--- src/rtl/vga_pkg.sv ---
// Shared types and constants for the VGA pixel serializer.
package vga_pkg;

  // RGB222 pixel colour laid out as {R1,R0,G1,G0,B1,B0}.
  typedef logic [5:0] rgb222_t;

  localparam int unsigned DEFAULT_PIXELS = 32;

  localparam rgb222_t BLACK = 6'b000000;
  localparam rgb222_t WHITE = 6'b111111;

  // Where the active row comes from on a line_start.
  typedef enum logic [1:0] {
    LOAD_NONE   = 2'd0,  // no line_start: keep the current row
    LOAD_SHADOW = 2'd1,  // shadow word promoted to active
    LOAD_BYPASS = 2'd2,  // row_data written straight into active
    LOAD_EMPTY  = 2'd3   // nothing available: blank row, underrun
  } load_src_e;

  // Width of the remaining-pixel counter (must be able to hold PIXELS).
  function automatic int unsigned count_width(input int unsigned pixels);
    return $clog2(pixels) + 1;
  endfunction

endpackage

--- src/rtl/vga_pixel_serializer_if.sv ---
// Row-word handshake between the framebuffer (master) and the serializer (slave).
interface vga_pixel_serializer_if
  import vga_pkg::*;
#(
  parameter int unsigned PIXELS = DEFAULT_PIXELS
) ();

  logic [PIXELS-1:0] row_data;
  logic              row_valid;
  logic              row_ready;

  modport master (
    output row_data,
    output row_valid,
    input  row_ready
  );

  modport slave (
    input  row_data,
    input  row_valid,
    output row_ready
  );

endinterface

--- src/rtl/vga_row_buffer.sv ---
// Shadow/active double buffer for pixel rows. The shadow word is the next
// line's row; the active word is the row being shifted out. The source word
// for this cycle (after any line_start load) is resolved combinationally so a
// pixel drawn in the same cycle as line_start comes from the new row.
module vga_row_buffer
  import vga_pkg::*;
#(
  parameter int unsigned PIXELS    = DEFAULT_PIXELS,
  parameter int unsigned LSB_FIRST = 1
) (
  input  logic              clk,
  input  logic              rst_n,
  input  logic [PIXELS-1:0] row_data,
  input  logic              row_valid,
  output logic              row_ready,
  input  logic              line_start,
  input  logic              shift_en,
  output logic              cur_bit,
  output logic              cur_full,
  output load_src_e         load_src
);

  logic [PIXELS-1:0] shadow_reg;
  logic              shadow_full_reg;
  logic [PIXELS-1:0] active_reg;
  logic              active_full_reg;

  logic [PIXELS-1:0] src_word;
  logic [PIXELS-1:0] shifted_word;

  // Held low during reset so every output reads 0 while rst_n is asserted.
  assign row_ready = rst_n & (~shadow_full_reg | line_start);

  // Resolve which row is current this cycle and where it came from.
  always_comb begin
    load_src = LOAD_NONE;
    src_word = active_reg;
    cur_full = active_full_reg;
    if (line_start) begin
      if (shadow_full_reg) begin
        load_src = LOAD_SHADOW;
        src_word = shadow_reg;
        cur_full = 1'b1;
      end else if (row_valid) begin
        load_src = LOAD_BYPASS;
        src_word = row_data;
        cur_full = 1'b1;
      end else begin
        load_src = LOAD_EMPTY;
        src_word = '0;
        cur_full = 1'b0;
      end
    end
  end

  // Pixel order: LSB-first shows bit 0 first and shifts right.
  assign cur_bit      = (LSB_FIRST != 0) ? src_word[0] : src_word[PIXELS-1];
  assign shifted_word = (LSB_FIRST != 0) ? (src_word >> 1) : (src_word << 1);

  // Active row: take the resolved source word, shifted when a pixel is consumed.
  always_ff @(posedge clk or negedge rst_n) begin
    if (!rst_n) begin
      active_reg      <= '0;
      active_full_reg <= 1'b0;
    end else begin
      active_reg      <= shift_en ? shifted_word : src_word;
      active_full_reg <= cur_full;
    end
  end

  // Shadow row: refilled whenever it is empty, or in the cycle it is promoted.
  always_ff @(posedge clk or negedge rst_n) begin
    if (!rst_n) begin
      shadow_reg      <= '0;
      shadow_full_reg <= 1'b0;
    end else if (line_start) begin
      // A bypass load consumes row_data into active, so the shadow only
      // refills here when it was the one being promoted.
      if (shadow_full_reg) begin
        if (row_valid) begin
          shadow_reg      <= row_data;
          shadow_full_reg <= 1'b1;
        end else begin
          shadow_full_reg <= 1'b0;
        end
      end
    end else if (row_valid && !shadow_full_reg) begin
      shadow_reg      <= row_data;
      shadow_full_reg <= 1'b1;
    end
  end

endmodule

--- src/rtl/vga_pixel_serializer.sv ---
// VGA pixel serializer: shifts one framebuffer row per visible line out as
// RGB222 pixels, one per pix_tick, with syncs delayed to match the rgb latency.
// Optional feature macro: VGA_SER_PALETTE_EN -- when defined, foreground and
// background colours come from fg_rgb/bg_rgb; otherwise the output is
// monochrome (WHITE on BLACK) and fg_rgb/bg_rgb are ignored.
// PIXELS must be 8, 16 or 32.
module vga_pixel_serializer
  import vga_pkg::*;
#(
  parameter int unsigned PIXELS    = DEFAULT_PIXELS,
  parameter int unsigned LSB_FIRST = 1
) (
  input  logic                   clk,
  input  logic                   rst_n,
  vga_pixel_serializer_if.slave  row_if,
  input  logic                   line_start,
  input  logic                   pix_tick,
  input  logic                   blank,
  input  logic                   hsync_in,
  input  logic                   vsync_in,
  input  rgb222_t                fg_rgb,
  input  rgb222_t                bg_rgb,
  output rgb222_t                rgb,
  output logic                   hsync_out,
  output logic                   vsync_out,
  output logic                   underrun,
  input  logic                   clr_underrun
);

  localparam int unsigned CW = count_width(PIXELS);

  logic [CW-1:0] count_reg;
  logic [CW-1:0] count_src;
  logic          cur_bit;
  logic          cur_full;
  logic          has_pixel;
  logic          draw;
  logic          shift_en;
  load_src_e     load_src;
  rgb222_t       fg_col;
  rgb222_t       bg_col;
  rgb222_t       rgb_reg;
  logic          hsync_reg;
  logic          vsync_reg;
  logic          underrun_reg;

`ifdef VGA_SER_PALETTE_EN
  assign fg_col = fg_rgb;
  assign bg_col = bg_rgb;
`else
  logic palette_unused;
  assign palette_unused = ^{fg_rgb, bg_rgb};
  assign fg_col = WHITE;
  assign bg_col = BLACK;
`endif

  vga_row_buffer #(
    .PIXELS    (PIXELS),
    .LSB_FIRST (LSB_FIRST)
  ) u_row_buffer (
    .clk        (clk),
    .rst_n      (rst_n),
    .row_data   (row_if.row_data),
    .row_valid  (row_if.row_valid),
    .row_ready  (row_if.row_ready),
    .line_start (line_start),
    .shift_en   (shift_en),
    .cur_bit    (cur_bit),
    .cur_full   (cur_full),
    .load_src   (load_src)
  );

  // Remaining-pixel count as seen after any line_start load this cycle.
  always_comb begin
    count_src = count_reg;
    case (load_src)
      LOAD_SHADOW, LOAD_BYPASS: count_src = CW'(PIXELS);
      LOAD_EMPTY:               count_src = '0;
      default:                  count_src = count_reg;
    endcase
  end

  assign has_pixel = cur_full && (count_src != '0);
  assign draw      = pix_tick && !blank;
  assign shift_en  = draw && has_pixel;

  // Count down one per drawn pixel; reload happens through count_src.
  always_ff @(posedge clk or negedge rst_n) begin
    if (!rst_n) begin
      count_reg <= '0;
    end else begin
      count_reg <= shift_en ? (count_src - CW'(1)) : count_src;
    end
  end

  // Colour mux: blank forces black, a tick draws fg/bg, otherwise hold.
  always_ff @(posedge clk or negedge rst_n) begin
    if (!rst_n) begin
      rgb_reg <= BLACK;
    end else if (blank) begin
      rgb_reg <= BLACK;
    end else if (pix_tick) begin
      rgb_reg <= (has_pixel && cur_bit) ? fg_col : bg_col;
    end
  end

  // Delay syncs by one clock so they line up with rgb.
  always_ff @(posedge clk or negedge rst_n) begin
    if (!rst_n) begin
      hsync_reg <= 1'b0;
      vsync_reg <= 1'b0;
    end else begin
      hsync_reg <= hsync_in;
      vsync_reg <= vsync_in;
    end
  end

  // Sticky underrun: a missed row on line_start sets it and beats a clear.
  always_ff @(posedge clk or negedge rst_n) begin
    if (!rst_n) begin
      underrun_reg <= 1'b0;
    end else if (load_src == LOAD_EMPTY) begin
      underrun_reg <= 1'b1;
    end else if (clr_underrun) begin
      underrun_reg <= 1'b0;
    end
  end

  assign rgb       = rgb_reg;
  assign hsync_out = hsync_reg;
  assign vsync_out = vsync_reg;
  assign underrun  = underrun_reg;

endmodule

--- src/flat_wrapper.sv ---
// flat-port wrapper written by rule: the top's interface ports become plain ports
module vga_pixel_serializer_flat import vga_pkg::*;
#(
  parameter int unsigned PIXELS    = DEFAULT_PIXELS,
  parameter int unsigned LSB_FIRST = 1
)
  (clk, rst_n, line_start, pix_tick, blank, hsync_in, vsync_in, fg_rgb, bg_rgb, rgb, hsync_out, vsync_out, underrun, clr_underrun, row_if_row_data, row_if_row_valid, row_if_row_ready);
  vga_pixel_serializer_if #(.PIXELS(PIXELS)) row_if_i ();
  input  logic clk;
  input  logic rst_n;
  input  logic line_start;
  input  logic pix_tick;
  input  logic blank;
  input  logic hsync_in;
  input  logic vsync_in;
  input  rgb222_t fg_rgb;
  input  rgb222_t bg_rgb;
  output rgb222_t rgb;
  output logic hsync_out;
  output logic vsync_out;
  output logic underrun;
  input  logic clr_underrun;
  input wire logic [$bits(row_if_i.row_data)-1:0] row_if_row_data;
  input wire logic [$bits(row_if_i.row_valid)-1:0] row_if_row_valid;
  output wire logic [$bits(row_if_i.row_ready)-1:0] row_if_row_ready;
  assign row_if_i.row_data = row_if_row_data;
  assign row_if_i.row_valid = row_if_row_valid;
  assign row_if_row_ready = row_if_i.row_ready;
  vga_pixel_serializer #(.PIXELS(PIXELS), .LSB_FIRST(LSB_FIRST)) u_core (.clk(clk), .rst_n(rst_n), .row_if(row_if_i), .line_start(line_start), .pix_tick(pix_tick), .blank(blank), .hsync_in(hsync_in), .vsync_in(vsync_in), .fg_rgb(fg_rgb), .bg_rgb(bg_rgb), .rgb(rgb), .hsync_out(hsync_out), .vsync_out(vsync_out), .underrun(underrun), .clr_underrun(clr_underrun));
endmodule
--- config.mk ---
export PLATFORM = sky130hd
export DESIGN_NAME = vga_pixel_serializer_flat
export DESIGN_NICKNAME = d
export VERILOG_FILES = /design/src/rtl/vga_pkg.sv /design/src/rtl/vga_pixel_serializer_if.sv /design/src/rtl/vga_row_buffer.sv /design/src/rtl/vga_pixel_serializer.sv /design/src/flat_wrapper.sv
export SDC_FILE = /design/constraint.sdc
export NUM_CORES = 1
export LEC_CHECK = 0
export BUFFER_PORTS_ARGS = -buffer_cell sky130_fd_sc_hd__buf_2
export CORE_MARGIN = 2
export CORE_UTILIZATION = 45
export DETAILED_ROUTE_END_ITERATION = 8
export GPL_ROUTABILITY_DRIVEN = 1
export PLACE_DENSITY = 0.66
export SLEW_MARGIN = 20
export SYNTH_ARGS = -nofsm -noshare
export SYNTH_HDL_FRONTEND = slang
export SYNTH_SLANG_ARGS = --single-unit
--- constraint.sdc ---
create_clock -name clk -period 6.6 [get_ports clk]
set_clock_uncertainty 0.1 [all_clocks]
set_input_delay 1.32 -clock clk [delete_from_list [all_inputs] [get_ports clk]]
set_output_delay 1.32 -clock clk [all_outputs]
set_load 0.01 [all_outputs]
==> metrics <==
status=finished clean; n_diodes=0; Synth area leaders=dfrtp_1 50%, mux2_2 11%, mux2_4 11%; routability cong.=0.738; final WL=around 7000 um; post-synthesis simple-gate area fraction=8.73%; Max-cap violations=0; Tcrit/Tclk final=56.1%; Slew Viols, Final=0; slowest cell delay on critical path=approximately 0.50 ns; remaining antenna violation count after routing=0; Via density=roughly 5.3; Die W=96.4 um; Area Overhead vs Synth=11.5%; sequential area share after synthesis=between 40% and 50%; post-CTS setup buffer count=0; Setup CP Type=primary input to register; Reg clk slew, reported paths=0.07 ns; Die Y=slightly below 100 um; syn_area_per_cell=between 10 and 15 sq um; relative slew slack=~57%; die area=between 9000 and 10000 sq um; Worst Path Arrival=3.82 ns; critical path's top delay family=buffers and inverters; post-CTS sizing=0; Cell Area, Synth=about 3800 sq um; cell mode on critical path=buf_4; hpwl dp=roughly 4200 um; number of fill cells=approximately 760; slew at the pin closest to its max-slew limit=roughly 0.64 ns; VDD IR max=around 0.00015 V; Crit path buffers/inverters=3; number of clock sinks=76; antenna violations before repair=0; cell accounting for the most synthesized area=dfrtp_1; Post-synth EDFFs=0; Root Buffer=clkbuf_8; Post-Place Cells=between 400 and 500; r2r startpoint=u_core.u_row_buffer.shadow_full_reg; I/O pin total=63; Max Buffers Root-to-Sink=2; Total Routing Usage GR=15.9%; Non-Filler Instances=roughly 470; via count=between 2k and 3k; Starting Density=roughly 47%; Crit-path slowest cell=buf_4; Fmax achieved=~0.27 GHz; first-pass GRT wire length=11300 um; RSZ-0062 raised after global routing=no; WL per Instance=between 10 and 15 um; final routed DRC violation total=0; syn_nets=between 300 and 400; HP Start=u_core.underrun; largest net degree at the start of global routing=slightly below 80; CTS buffer count=9; final setup TNS=0 ns; layout cell share with drive strength beyond 1=38.7%; Worst setup SP type=primary input; FP Rows=33; Distinct cells, synth=39; CP Capture Type=register; Hold Worst Slack=0.381 ns; Finish-stage setup viols=0; Seq cells post-synth=76; Synth Area in Adders=1.30%; worst-path cell chain=buf_2, nor2b_2, buf_4, nand2b_1, ha_1, nor3b_2, nor2_1, o21ai_4, buf_4, mux2_2; nets=about 420; Clock Latency Late Sink=approximately 0.33 ns; crit-path max FO=34; CP startpoint=row_if_row_valid; Worst EP required=between 6 and 7 ns; number of global-route vias before repair=roughly 2.5k; Core Area=just over 8000 sq um; grt ovf=0; asr flop ratio synth=between 90% and 100%; Synth top area share=49.5%; Period minus WS final=~3.7 ns; first drt pass iteration count=5; mux cell area share after synthesis=between 20% and 30%; Compound-Gate Fraction of Synth Area=13.0%; H-tree depth=3; ys flop type=dfrtp_1; XOR/XNOR share of the synthesized area=less than 1%; leakage=1.99 nW; PnR Total Power=about 1.3 mW; Syn Inst Count=322; hold_buf cts=0; yosys warns=0; initial DRC count=112; CTS tree=built; largest family of logic cells by synthesized area=multiplexers; Power Density=around 300 nW/um^2; port buffer count=50; Hold Fails Final Rpt=0; Worst Hold Class=register to register
kinds of logic after synthesis:
logic type | Yosys count
XOR/XNOR | 2
multiplexers | 66
adder cells (fa/ha/maj) | 4
buffers and inverters | 31
flip-flops | 76
AND/OR/NAND/NOR | 68
AO/OA/AOI/OAI | 75
through the flow:
step | util, % | instance area (sq um) | worst slack [ns]
global route | 51.9 | 4280 | 2.74
global placement | 49.3 | 4070 | 2.33
finish | 51.9 | 4280 | 2.90
CTS | 51.6 | 4260 | 2.53
floorplan | - | 3840 | 3.03
detailed placement | 49.3 | 4070 | 2.21
where the power goes:
part,internal (mW),switching (mW)
registers,0.563,0.0418
logic,0.173,0.142
clock network,0.175,0.156
synth_stat cells, drive strengths merged, types with 2 or more instances:
cell type  number
a21oi          32
a22oi          32
and2            2
buf            20
clkbuf          8
dfrtp          76
ha              4
inv             3
mux2           63
mux2i           3
nand2           9
nand2b          4
nand3           3
nor2           39
nor3            3
nor3b           3
o21ai           2
xnor2           2
path summary, 6_finish.rpt:
kind	endpoint	depth (start not counted)	slack [ns]
setup / recovery	u_core.u_row_buffer.active_reg[1]	10	2.90
hold / removal	u_core.underrun	1	0.38
setup reg to reg	u_core.u_row_buffer.active_reg[1]	9	3.66
hold reg to reg	u_core.underrun	1	0.38
max in group asynchronous	u_core.u_row_buffer.active_reg[6]	2	4.98
min in group asynchronous	u_core.rgb[4]	1	0.84
cells in the final DEF (no fill, tap or decap), types with 2 or more instances in the layout:
master,Yosys,routed
dfrtp_1,76,76
buf_2,10,48
nor2_1,39,39
mux2_2,36,36
a22oi_1,32,32
a21oi_1,32,32
mux2_4,27,27
clkbuf_8,0,13
nand2_1,9,9
buf_4,5,6
nand2b_1,4,4
ha_1,4,4
inv_1,3,3
nand3_1,3,3
nor3b_2,3,3
mux2i_1,3,3
xnor2_1,2,2
and2_1,2,2
worst register-to-register path: stages, from the launching register on:
cell	delay (ns)
dfrtp_1	0.39
nor2b_2	0.10
buf_4	0.35
nand2b_1	0.21
ha_1	0.27
nor3b_2	0.23
nor2_1	0.13
o21ai_4	0.14
buf_4	0.50
mux2_2	0.41
cell type report:
| cell class | count | area (sq um) | share of cell area (%) |
|---|---|---|---|
| well taps | 105 | 131 | 3.07 |
| flip-flops and latches | 76 | 1900 | 44.4 |
| clock inverters | 1 | 5.00 | 0.117 |
| inverters | 3 | 11.3 | 0.263 |
| repair buffers | 55 | 305 | 7.13 |
| clock buffers | 14 | 183 | 4.27 |
| multi-input cells | 215 | 1750 | 40.8 |
layer usage:
metal | vias to the layer above | routed length, um | global-route usage [%] | share of wire [%]
li1 | 1224 | - | - | -
met1 | 1223 | 3230 | 19.2 | 47
met2 | 49 | 3270 | 27.8 | 48
met3 | 8 | 259 | 5.51 | 3.8
met4 | 0 | 68 | 3.29 | 1.0
met5 | - | 0 | 0 | 0
(Power assumes the default switching activity.)
